$ cat config.mk
export PLATFORM = sky130hd
export DESIGN_NAME = uart_tx_arbiter
export DESIGN_NICKNAME = d
export VERILOG_FILES = /design/src/rtl/uart_pkg.sv /design/src/rtl/rr_pick.sv /design/src/rtl/uart_tx_arbiter.sv
export SDC_FILE = /design/constraint.sdc
export NUM_CORES = 1
export LEC_CHECK = 0
export CAP_MARGIN = 40
export CORE_MARGIN = 5
export CORE_UTILIZATION = 46
export CTS_CLUSTER_SIZE = 16
export DETAILED_ROUTE_END_ITERATION = 10
export PLACE_DENSITY = 0.8
export SKIP_LAST_GASP = 1
export SYNTH_ARGS = -nofsm -noshare
export SYNTH_HDL_FRONTEND = slang
export SYNTH_SLANG_ARGS = --single-unit
export TNS_END_PERCENT = 20
$ cat constraint.sdc
create_clock -name clk -period 2.3 [get_ports clk]
set_input_delay 0.345 -clock clk [delete_from_list [all_inputs] [get_ports clk]]
set_output_delay 0.345 -clock clk [all_outputs]
set_load 0.05 [all_outputs]
$ cat src/rtl/uart_pkg.sv
// Shared types and constants for the UART transmit path.
package uart_pkg;

    localparam int unsigned BYTE_W = 8;

    typedef enum logic [1:0] {
        IDLE = 2'd0,
        ARB  = 2'd1,
        SEND = 2'd2,
        GAP  = 2'd3
    } arb_state_t;

endpackage

$ cat src/rtl/rr_pick.sv
// Combinational round-robin selector: first set request after 'last', wrapping at N.
module rr_pick #(
    parameter int unsigned N     = 3,
    parameter int unsigned IDX_W = (N > 1) ? $clog2(N) : 1
) (
    input  logic [N-1:0]     req,
    input  logic [IDX_W-1:0] last,
    output logic [IDX_W-1:0] winner,
    output logic             found
);

    logic [IDX_W-1:0] cand;

    always_comb begin
        winner = '0;
        found  = 1'b0;
        cand   = '0;
        for (int unsigned k = 1; k <= N; k++) begin
            cand = IDX_W'((32'(last) + k) % N);
            if (!found && req[cand]) begin
                found  = 1'b1;
                winner = cand;
            end
        end
    end

endmodule

$ cat src/rtl/uart_tx_arbiter.sv
// Message-granular round-robin arbiter sharing one uart_tx byte port between
// NUM_REQ sources, with an inter-message gap and a mid-message stall timeout.
module uart_tx_arbiter
    import uart_pkg::*;
#(
    parameter int unsigned NUM_REQ       = 3,
    parameter int unsigned GAP_CYCLES    = 16,
    parameter int unsigned STALL_TIMEOUT = 1024,
    parameter int unsigned CNT_W         = 11
) (
    input  logic                         clk,
    input  logic                         reset,
    input  logic [NUM_REQ-1:0]           req_valid,
    input  logic [NUM_REQ*8-1:0]         req_data,
    input  logic [NUM_REQ-1:0]           req_last,
    output logic [NUM_REQ-1:0]           req_ready,
    output logic                         tx_valid,
    output logic [7:0]                   tx_data,
    input  logic                         tx_ready,
    output logic [$clog2(NUM_REQ)-1:0]   grant_id,
    output logic                         busy,
    output logic                         abort
);

    localparam int unsigned GID_W = $clog2(NUM_REQ);
    localparam bit STALL_EN = (STALL_TIMEOUT != 0);
    localparam logic [CNT_W-1:0] GAP_LAST =
        CNT_W'((GAP_CYCLES > 0) ? GAP_CYCLES - 1 : 32'd0);
    localparam logic [CNT_W-1:0] STALL_LAST =
        CNT_W'((STALL_TIMEOUT > 0) ? STALL_TIMEOUT - 1 : 32'd0);

    arb_state_t        state;
    arb_state_t        state_nx;
    logic [GID_W-1:0]  pick_id;
    logic              pick_found;
    logic              sel_valid;
    logic              sel_last;
    logic [BYTE_W-1:0] sel_data;
    logic              load_c;
    logic              stall_hit_c;
    logic              gap_done_c;
    logic [CNT_W-1:0]  cnt;

    rr_pick #(
        .N     (NUM_REQ),
        .IDX_W (GID_W)
    ) u_pick (
        .req    (req_valid),
        .last   (grant_id),
        .winner (pick_id),
        .found  (pick_found)
    );

    // Current owner's request lines
    always_comb begin
        sel_valid = 1'b0;
        sel_last  = 1'b0;
        sel_data  = '0;
        for (int i = 0; i < int'(NUM_REQ); i++) begin
            if (GID_W'(i) == grant_id) begin
                sel_valid = req_valid[i];
                sel_last  = req_last[i];
                sel_data  = req_data[i*BYTE_W +: BYTE_W];
            end
        end
    end

    always_ff @(posedge clk) begin
        if (reset) begin
            state <= IDLE;
        end else begin
            state <= state_nx;
        end
    end

    always_comb begin
        state_nx = state;
        case (state)
            IDLE: if (|req_valid) state_nx = ARB;
            ARB:  state_nx = pick_found ? SEND : IDLE;
            SEND: if ((load_c && sel_last) || stall_hit_c) state_nx = GAP;
            GAP:  if (gap_done_c) state_nx = IDLE;
            default: state_nx = IDLE;
        endcase
    end

    // Handshake decode; the output stage may accept whenever it is empty or draining
    always_comb begin
        req_ready   = '0;
        load_c      = 1'b0;
        stall_hit_c = 1'b0;
        gap_done_c  = 1'b0;
        busy        = (state != IDLE);
        if (state == SEND) begin
            for (int i = 0; i < int'(NUM_REQ); i++) begin
                if (GID_W'(i) == grant_id) req_ready[i] = !tx_valid || tx_ready;
            end
            load_c      = sel_valid && (!tx_valid || tx_ready);
            stall_hit_c = STALL_EN && !sel_valid && (cnt == STALL_LAST);
        end
        if (state == GAP) begin
            gap_done_c = !tx_valid && ((GAP_CYCLES == 0) || (cnt == GAP_LAST));
        end
    end

    always_ff @(posedge clk) begin
        if (reset) begin
            tx_valid <= 1'b0;
            tx_data  <= '0;
            grant_id <= GID_W'(NUM_REQ - 1);
            cnt      <= '0;
            abort    <= 1'b0;
        end else begin
            abort <= stall_hit_c;

            if (load_c) begin
                tx_valid <= 1'b1;
                tx_data  <= sel_data;
            end else if (tx_ready) begin
                tx_valid <= 1'b0;
            end

            if (state == ARB && pick_found) grant_id <= pick_id;

            // One counter serves as stall timer in SEND and gap timer in GAP
            case (state)
                SEND: begin
                    if (load_c || stall_hit_c) cnt <= '0;
                    else if (!sel_valid)       cnt <= cnt + 1'b1;
                end
                GAP: begin
                    if (gap_done_c)     cnt <= '0;
                    else if (!tx_valid) cnt <= cnt + 1'b1;
                end
                default: cnt <= '0;
            endcase
        end
    end

endmodule

# --- Word level (Yosys, flattened, before mapping) ---
# Cells that the tools add are included.
# W data, S select, Z words.
totals:
  regBits: 25
  in_bits: 33
  wordCells: 89
  out_inout_bits: 16
classes:
  muxes: 40
  n_reduce_logical: 21
  div: 3
  magnitude_cmp: 3
  n_eq_ne: 12
  add_sub_neg: 4
op_table:
  columns: ["operator", "n"]
  rows:
  - ["$mod A32 B2 Y32 const B", 3]
  - ["$mux W11", 4]
  - ["$mux W8", 3]
  - ["$pmux W11 S2", 1]
  - ["$mux W1", 20]
  - ["$mux W2", 7]
  - ["$add A11 B1 Y11 const B", 1]
  - ["$eq A11 B10 Y1 const B", 1]
  - ["$eq A11 B4 Y1 const B", 1]
  - ["$lt A2 B3 Y1 const B", 3]
  - ["$pmux W2 S4", 1]
  - ["$logic_and A1 B1 Y1", 7]
  - ["$add A2 B2 Y3 const B", 2]
  - ["$bmux W1 S2", 3]
  - ["$ne A2 B2 Y1 const B", 3]
  - ["$eq A2 B2 Y1 const B", 2]
  - ["$logic_not A1 Y1", 4]
  - ["$logic_not A2 Y1", 2]
  - ["$reduce_bool A2 Y1", 2]
  - ["$add A2 B1 Y3 const B", 1]
  - ["$logic_or A1 B1 Y1", 3]
  - ["$mux W3", 1]
  - ["$ne A3 B2 Y1 const B", 1]
  - ["$ne A3 B3 Y1 const B", 1]
  - ["other kinds (6)", 6]

# --- Depth between registers and ports, before layout ---
depth:
  word_depth: 13
  mapped_depth: 9
  mapped_depth_nobuf: 7

# --- Modules after synthesis ---
# A second synthesis with hierarchy kept.
hier_totals:
  cells_unflattened: 183
  area_unflattened_um2: 1515.2
modules_own_cells:
  columns: ["module", "cells_per_inst", "area_each_um2", "seq_area_each_um2", "n_inst"]
  rows:
  - ["uart_tx_arbiter", 163, 1383.8, 500.5, 1]
  - ["rr_pick", 20, 131.4, 0.0, 1]

# --- Worst setup path before layout ---
# No wires, ideal clock.
synth_timing:
  kind: "register -> register"
  from: "register grant_id[1]"
  to: "register cnt[0]"
  t_arrival_ps: 2392
  required_ps: 2183
  period_less_slack_ps: 2509
  stages_incl_launch_ff: 10
  path_slack_ps: -209
  setup_time_ps: 117
  n_path_buf: 2
  cell_sequence: "dfxtp_1 inv_1 ha_1 and3b_1 o31ai_4 or3_1 buf_4 a32oi_1 buf_2 nor2_1"
synth_between:
  elab_chain_cells: 10
  elab_cells_between_ends: 16
  cone_classes: "eq/ne: 3; mux: 7; reduce/logical: 6"
synth_lines:
  columns: ["item", "line_no", "text"]
  rows:
  - ["from (decl)", "uart_tx_arbiter.sv:20", "output logic [$clog2(NUM_REQ)-1:0] grant_id,"]
  - ["from (signal assigned)", "uart_tx_arbiter.sv:110", "grant_id <= GID_W'(NUM_REQ - 1);"]
  - ["from (signal assigned)", "uart_tx_arbiter.sv:123", "if (state == ARB && pick_found) grant_id <= pick_id;"]
  - ["$logic_not A2 Y1", "uart_tx_arbiter.sv:60", "if (GID_W'(i) == grant_id) begin"]
  - ["$mux W1 (2 in series)", "uart_tx_arbiter.sv:60", null]
  - ["$mux W1 (*)", "uart_tx_arbiter.sv:60", null]
  - ["$logic_not A1 Y1", null, null]
  - ["$logic_and A1 B1 Y1", "uart_tx_arbiter.sv:99", "stall_hit_c = STALL_EN && !sel_valid && (cnt == STALL_LAST);"]
  - ["$mux W1", "uart_tx_arbiter.sv:94", "if (state == SEND) begin"]
  - ["$logic_or A1 B1 Y1", "uart_tx_arbiter.sv:128", "if (load_c || stall_hit_c) cnt <= '0;"]
  - ["$mux W11 or $ne A3 B2 Y1 (tied branches)", null, null]
  - ["$pmux W11 S2 or $reduce_and A2 Y1 (tied branches)", null, null]
  - ["to (signal assigned)", "uart_tx_arbiter.sv:129", "else if (!sel_valid) cnt <= cnt + 1'b1;"]
  - ["to (signal assigned)", "uart_tx_arbiter.sv:133", "else if (!tx_valid) cnt <= cnt + 1'b1;"]
  - ["to (decl)", "uart_tx_arbiter.sv:42", "logic [CNT_W-1:0] cnt;"]
# Every way passes the cells marked *; elsewhere a longest branch is shown, timed or not.
# A chain may end at the register's enable or synchronous reset.

# --- Worst setup path in the final report ---
layout_timing:
  from: "register grant_id[1]"
  to: "register cnt[5]"
# The elaborated chain is that of the path after synthesis.

==> metrics.md <==
| Metric | Value |
|---|---|
| Status | `finished, final reports clean` |
| Max-slew violation count | `0` |
| Crit-path cells | `inv_1 > ha_1 > and3b_1 > o31ai_4 > o21ai_2 > or4_1 > a21oi_1` |
| Hold Path Stages | `2` |
| Maximum fanout along the worst path | `10` |
| CP Capture Type | `flip-flop` |
| Clock power share | `13.5%` |
| Final worst slack | `118.3 ps` |
| I/O Buffers | `48` |
| Cell Pwr Density | `695.9 mW/mm²` |
| First-pass detailed-route iteration total | `4` |
| Clock Path Buffers | `2` |
| Yosys warning count | `0` |
| Synthesized instance count | `188` |
| Final Hold Viols | `0` |
| Synth cell types | `44` |
| RSZ-0062 raised after global routing | `true` |
| Post-Syn Nets | `227` |
| Core Util, Final | `65.79%` |
| Area Overhead vs Synth | `40.75%` |
| Clock Sink Count | `25` |
| Sequential fraction of the synthesis area | `32.60%` |
| Tcrit/Tclk final | `94.86%` |
| Initial antenna violation count | `0` |
| Post-synthesis simple-gate area fraction | `26.57%` |
| Antenna Cells | `0` |
| Core area | `0.003284 mm²` |
| Largest net degree at the start of global routing | `20` |
| DRT antenna net count | `0` |
| Post-DP HPWL | `2995 µm` |
| Reg area | `503.0 µm²` |
| XOR/XNOR Fraction of Synth Area | `2.282%` |
| # setup viols final | `0` |
| Comb pwr share | `52.6%` |
| Avg Cell Area, Syn | `8.166 µm²` |
| Power, Total | `1.504 mW` |
| Synth Register Bits | `25` |
| Ys async rst share | `0%` |
| Worst slew pin tran | `531.3 ps` |
| Multi-input logic area | `973.4 µm²` |
| DR DRC count | `0` |
| Switch Pwr | `627.1 µW` |
| Slowest stage delay, CP | `500 ps` |
| Largest family of logic cells by synthesized area | `simple AND/OR/NAND/NOR gates` |
| Hold WC Path Type | `reg -> reg` |
| Min Tclk post-route | `2182 ps` |
| Drt wl/cell | `13.15 µm` |
| Maxcap violations | `0` |
| NumNets Final | `281` |
| Die H | `67.77 µm` |
| WL final | `3775 µm` |
| Tot GR Track Use | `17.54%` |
| Layout cells sized above 1 | `9.129%` |
| Row cnt | `21` |
| CTS H-tree lvls | `1` |
| Clk root buf | `clkbuf_4` |
| Via density | `5.561` |
| Die Wd | `67.77 µm` |
| Post-CTS Setup Repair Bufs | `0` |
| Worst skew pair latency | `320 ps` |
| Max Clk Rate | `0.4584 GHz` |
| Kind of critical path | `reg -> reg` |
| Pint | `876.7 µW` |
| Lkg Pwr | `0.8629 nW` |
| Via Count | `1596` |
| Final GP Congestion | `0.9297` |
| Most used flip-flop cell after synthesis | `dfxtp_1` |
| Crit path DAT | `2450 ps` |
| CP startpoint kind | `flip-flop` |
| Cell Area, Synth | `0.001535 mm²` |
| Total CTS buffers | `3` |
| Peak supply drop | `361.7 µV` |
| First-pass GRT wire length | `6210 µm` |
| Post-synth EDFFs | `0` |
| Clk pin slew, worst setup/hold paths | `150 ps` |
| Full die area | `0.004593 mm²` |
| Sw Share | `41.70%` |
| Max Clock Skew | `7.397 ps` |
| Cts hold-fix bufs | `0` |
| # fillers | `295` |
| Pre-CTS setup slack | `34.12 ps` |
| CTS tree | `yes` |
| Grt ovf | `0` |
| Max stage delay cell, worst path | `or4_1` |
| Num ports | `49` |
| Starting Density | `46.74%` |
| Compound-Gate Fraction of Synth Area | `22.41%` |
| DRT iter0 DRCs | `138` |
| Req. time, crit path | `2570 ps` |
| Vias in the first global route | `1453` |
| Relative slew slack | `64.47%` |
| R2R depth | `7` |
| Seq pwr share | `33.9%` |
| Proportion of synthesized area in mux cells | `7.253%` |
| Post-synthesis adder-cell area fraction | `4.890%` |
-- repair_timing --
action	CTS	global route
endpoints found under the hold margin	0	0
resized for setup	0	1
setup endpoints to repair	0	2
-- final timing paths --
path | startpoint | end | slack (ps)
worst min-delay path | cnt[7] | cnt[7] | 510
worst min register to register | cnt[7] | cnt[7] | 510
worst max register to register | grant_id[1] | cnt[5] | 120
worst max-delay path | grant_id[1] | cnt[5] | 120
-- cell families after synthesis --
family	after synthesis
compound gates	49
xor+xnor	4
fa+ha+maj	6
buf+inv	13
mux	11
simple gates	80
flops	25
-- cell usage after synthesis, types with 2 or more instances --
library cell	count	area [µm²]
nor2_1	26	97.59
nor2b_1	3	18.77
nand4_1	3	18.77
o21ai_0	12	60.06
nand2_1	17	63.81
nor3_1	2	10.01
a22oi_1	9	67.56
ha_1	6	75.07
nand3_1	3	15.01
nand2b_1	4	25.02
or4_1	6	45.04
o211ai_1	2	15.01
a31oi_1	3	18.77
inv_1	5	18.77
nand4b_1	2	17.52
clkbuf_1	5	18.77
o31ai_1	4	30.03
and2_1	5	31.28
or3_1	4	25.02
dfxtp_1	25	500.5
mux2i_1	10	100.1
xor2_1	4	35.03
a21oi_1	7	35.03
-- per-stage QoR --
step                      TNS [ps]  instance area, µm²  instances  hold slack [ps]
after floorplan                  0                1538        188            416.0
after global placement           0                2131        283            475.1
after detailed placement         0                2131        283            488.1
after CTS                        0                2161        287            509.7
after global routing        -11.39                2161        287            554.8
final                            0                2161        287            506.1
-- layout make-up --
| cell class | instances | share of cell area, % |
|---|---|---|
| multi-input combinational | 150 | 45.05 |
| timing repair buffer | 57 | 26.75 |
| sequential | 25 | 23.28 |
| tap | 46 | 2.664 |
| clock buffer | 3 | 1.042 |
| inverter | 5 | 0.8686 |
| clock inverter | 1 | 0.3474 |
-- metal layers --
layer | track usage, % | routed length (µm) | vias to the layer above
met5 | 0 | 0 | -
met4 | 5.211 | 29 | 0
met3 | 7.654 | 444 | 2
met2 | 28.19 | 1651 | 77
met1 | 21.11 | 1649 | 724
li1 | - | - | 793
-- power groups by stage --
stage	Sequential (mW)	Combinational, mW	Clock (mW)
5_1_grt	0.517	0.859	0.230
2_1_floorplan	0.592	0.453	0
4_1_cts	0.510	0.782	0.212
3_3_place_gp	0.519	0.770	0
3_5_place_dp	0.519	0.779	0
6_report	0.510	0.790	0.203
-- state kept, by name, indices dropped and copies added (netlist names), named ones only --
register  count
state         1
abort         1
cnt          11
tx_valid      1
grant_id      2
tx_data       8
-- critical path, delay by kind of cell (launching register included) --
kind                       cells  cell delay (ps)
buffers and inverters          1              120
and+or+nand+nor                2              720
AOI/OAI and AO/OA              3              670
adders and majority gates      1              260
DFF                            1              360
-- cells in the final DEF (no fill, tap or decap), drive strengths merged, types with 5 or more instances in the layout --
| cell | Yosys | routed |
|---|---|---|
| clkdlybuf4s50 | 0 | 45 |
| nor2 | 26 | 26 |
| dfxtp | 25 | 25 |
| nand2 | 17 | 17 |
| o21ai | 13 | 13 |
| buf | 3 | 12 |
| mux2i | 10 | 10 |
| a22oi | 9 | 9 |
| a21oi | 7 | 7 |
| or4 | 6 | 6 |
| ha | 6 | 6 |
| inv | 5 | 5 |
| and2 | 5 | 5 |
| o31ai | 5 | 5 |
Note: power is estimated with default switching activity, not from simulation.
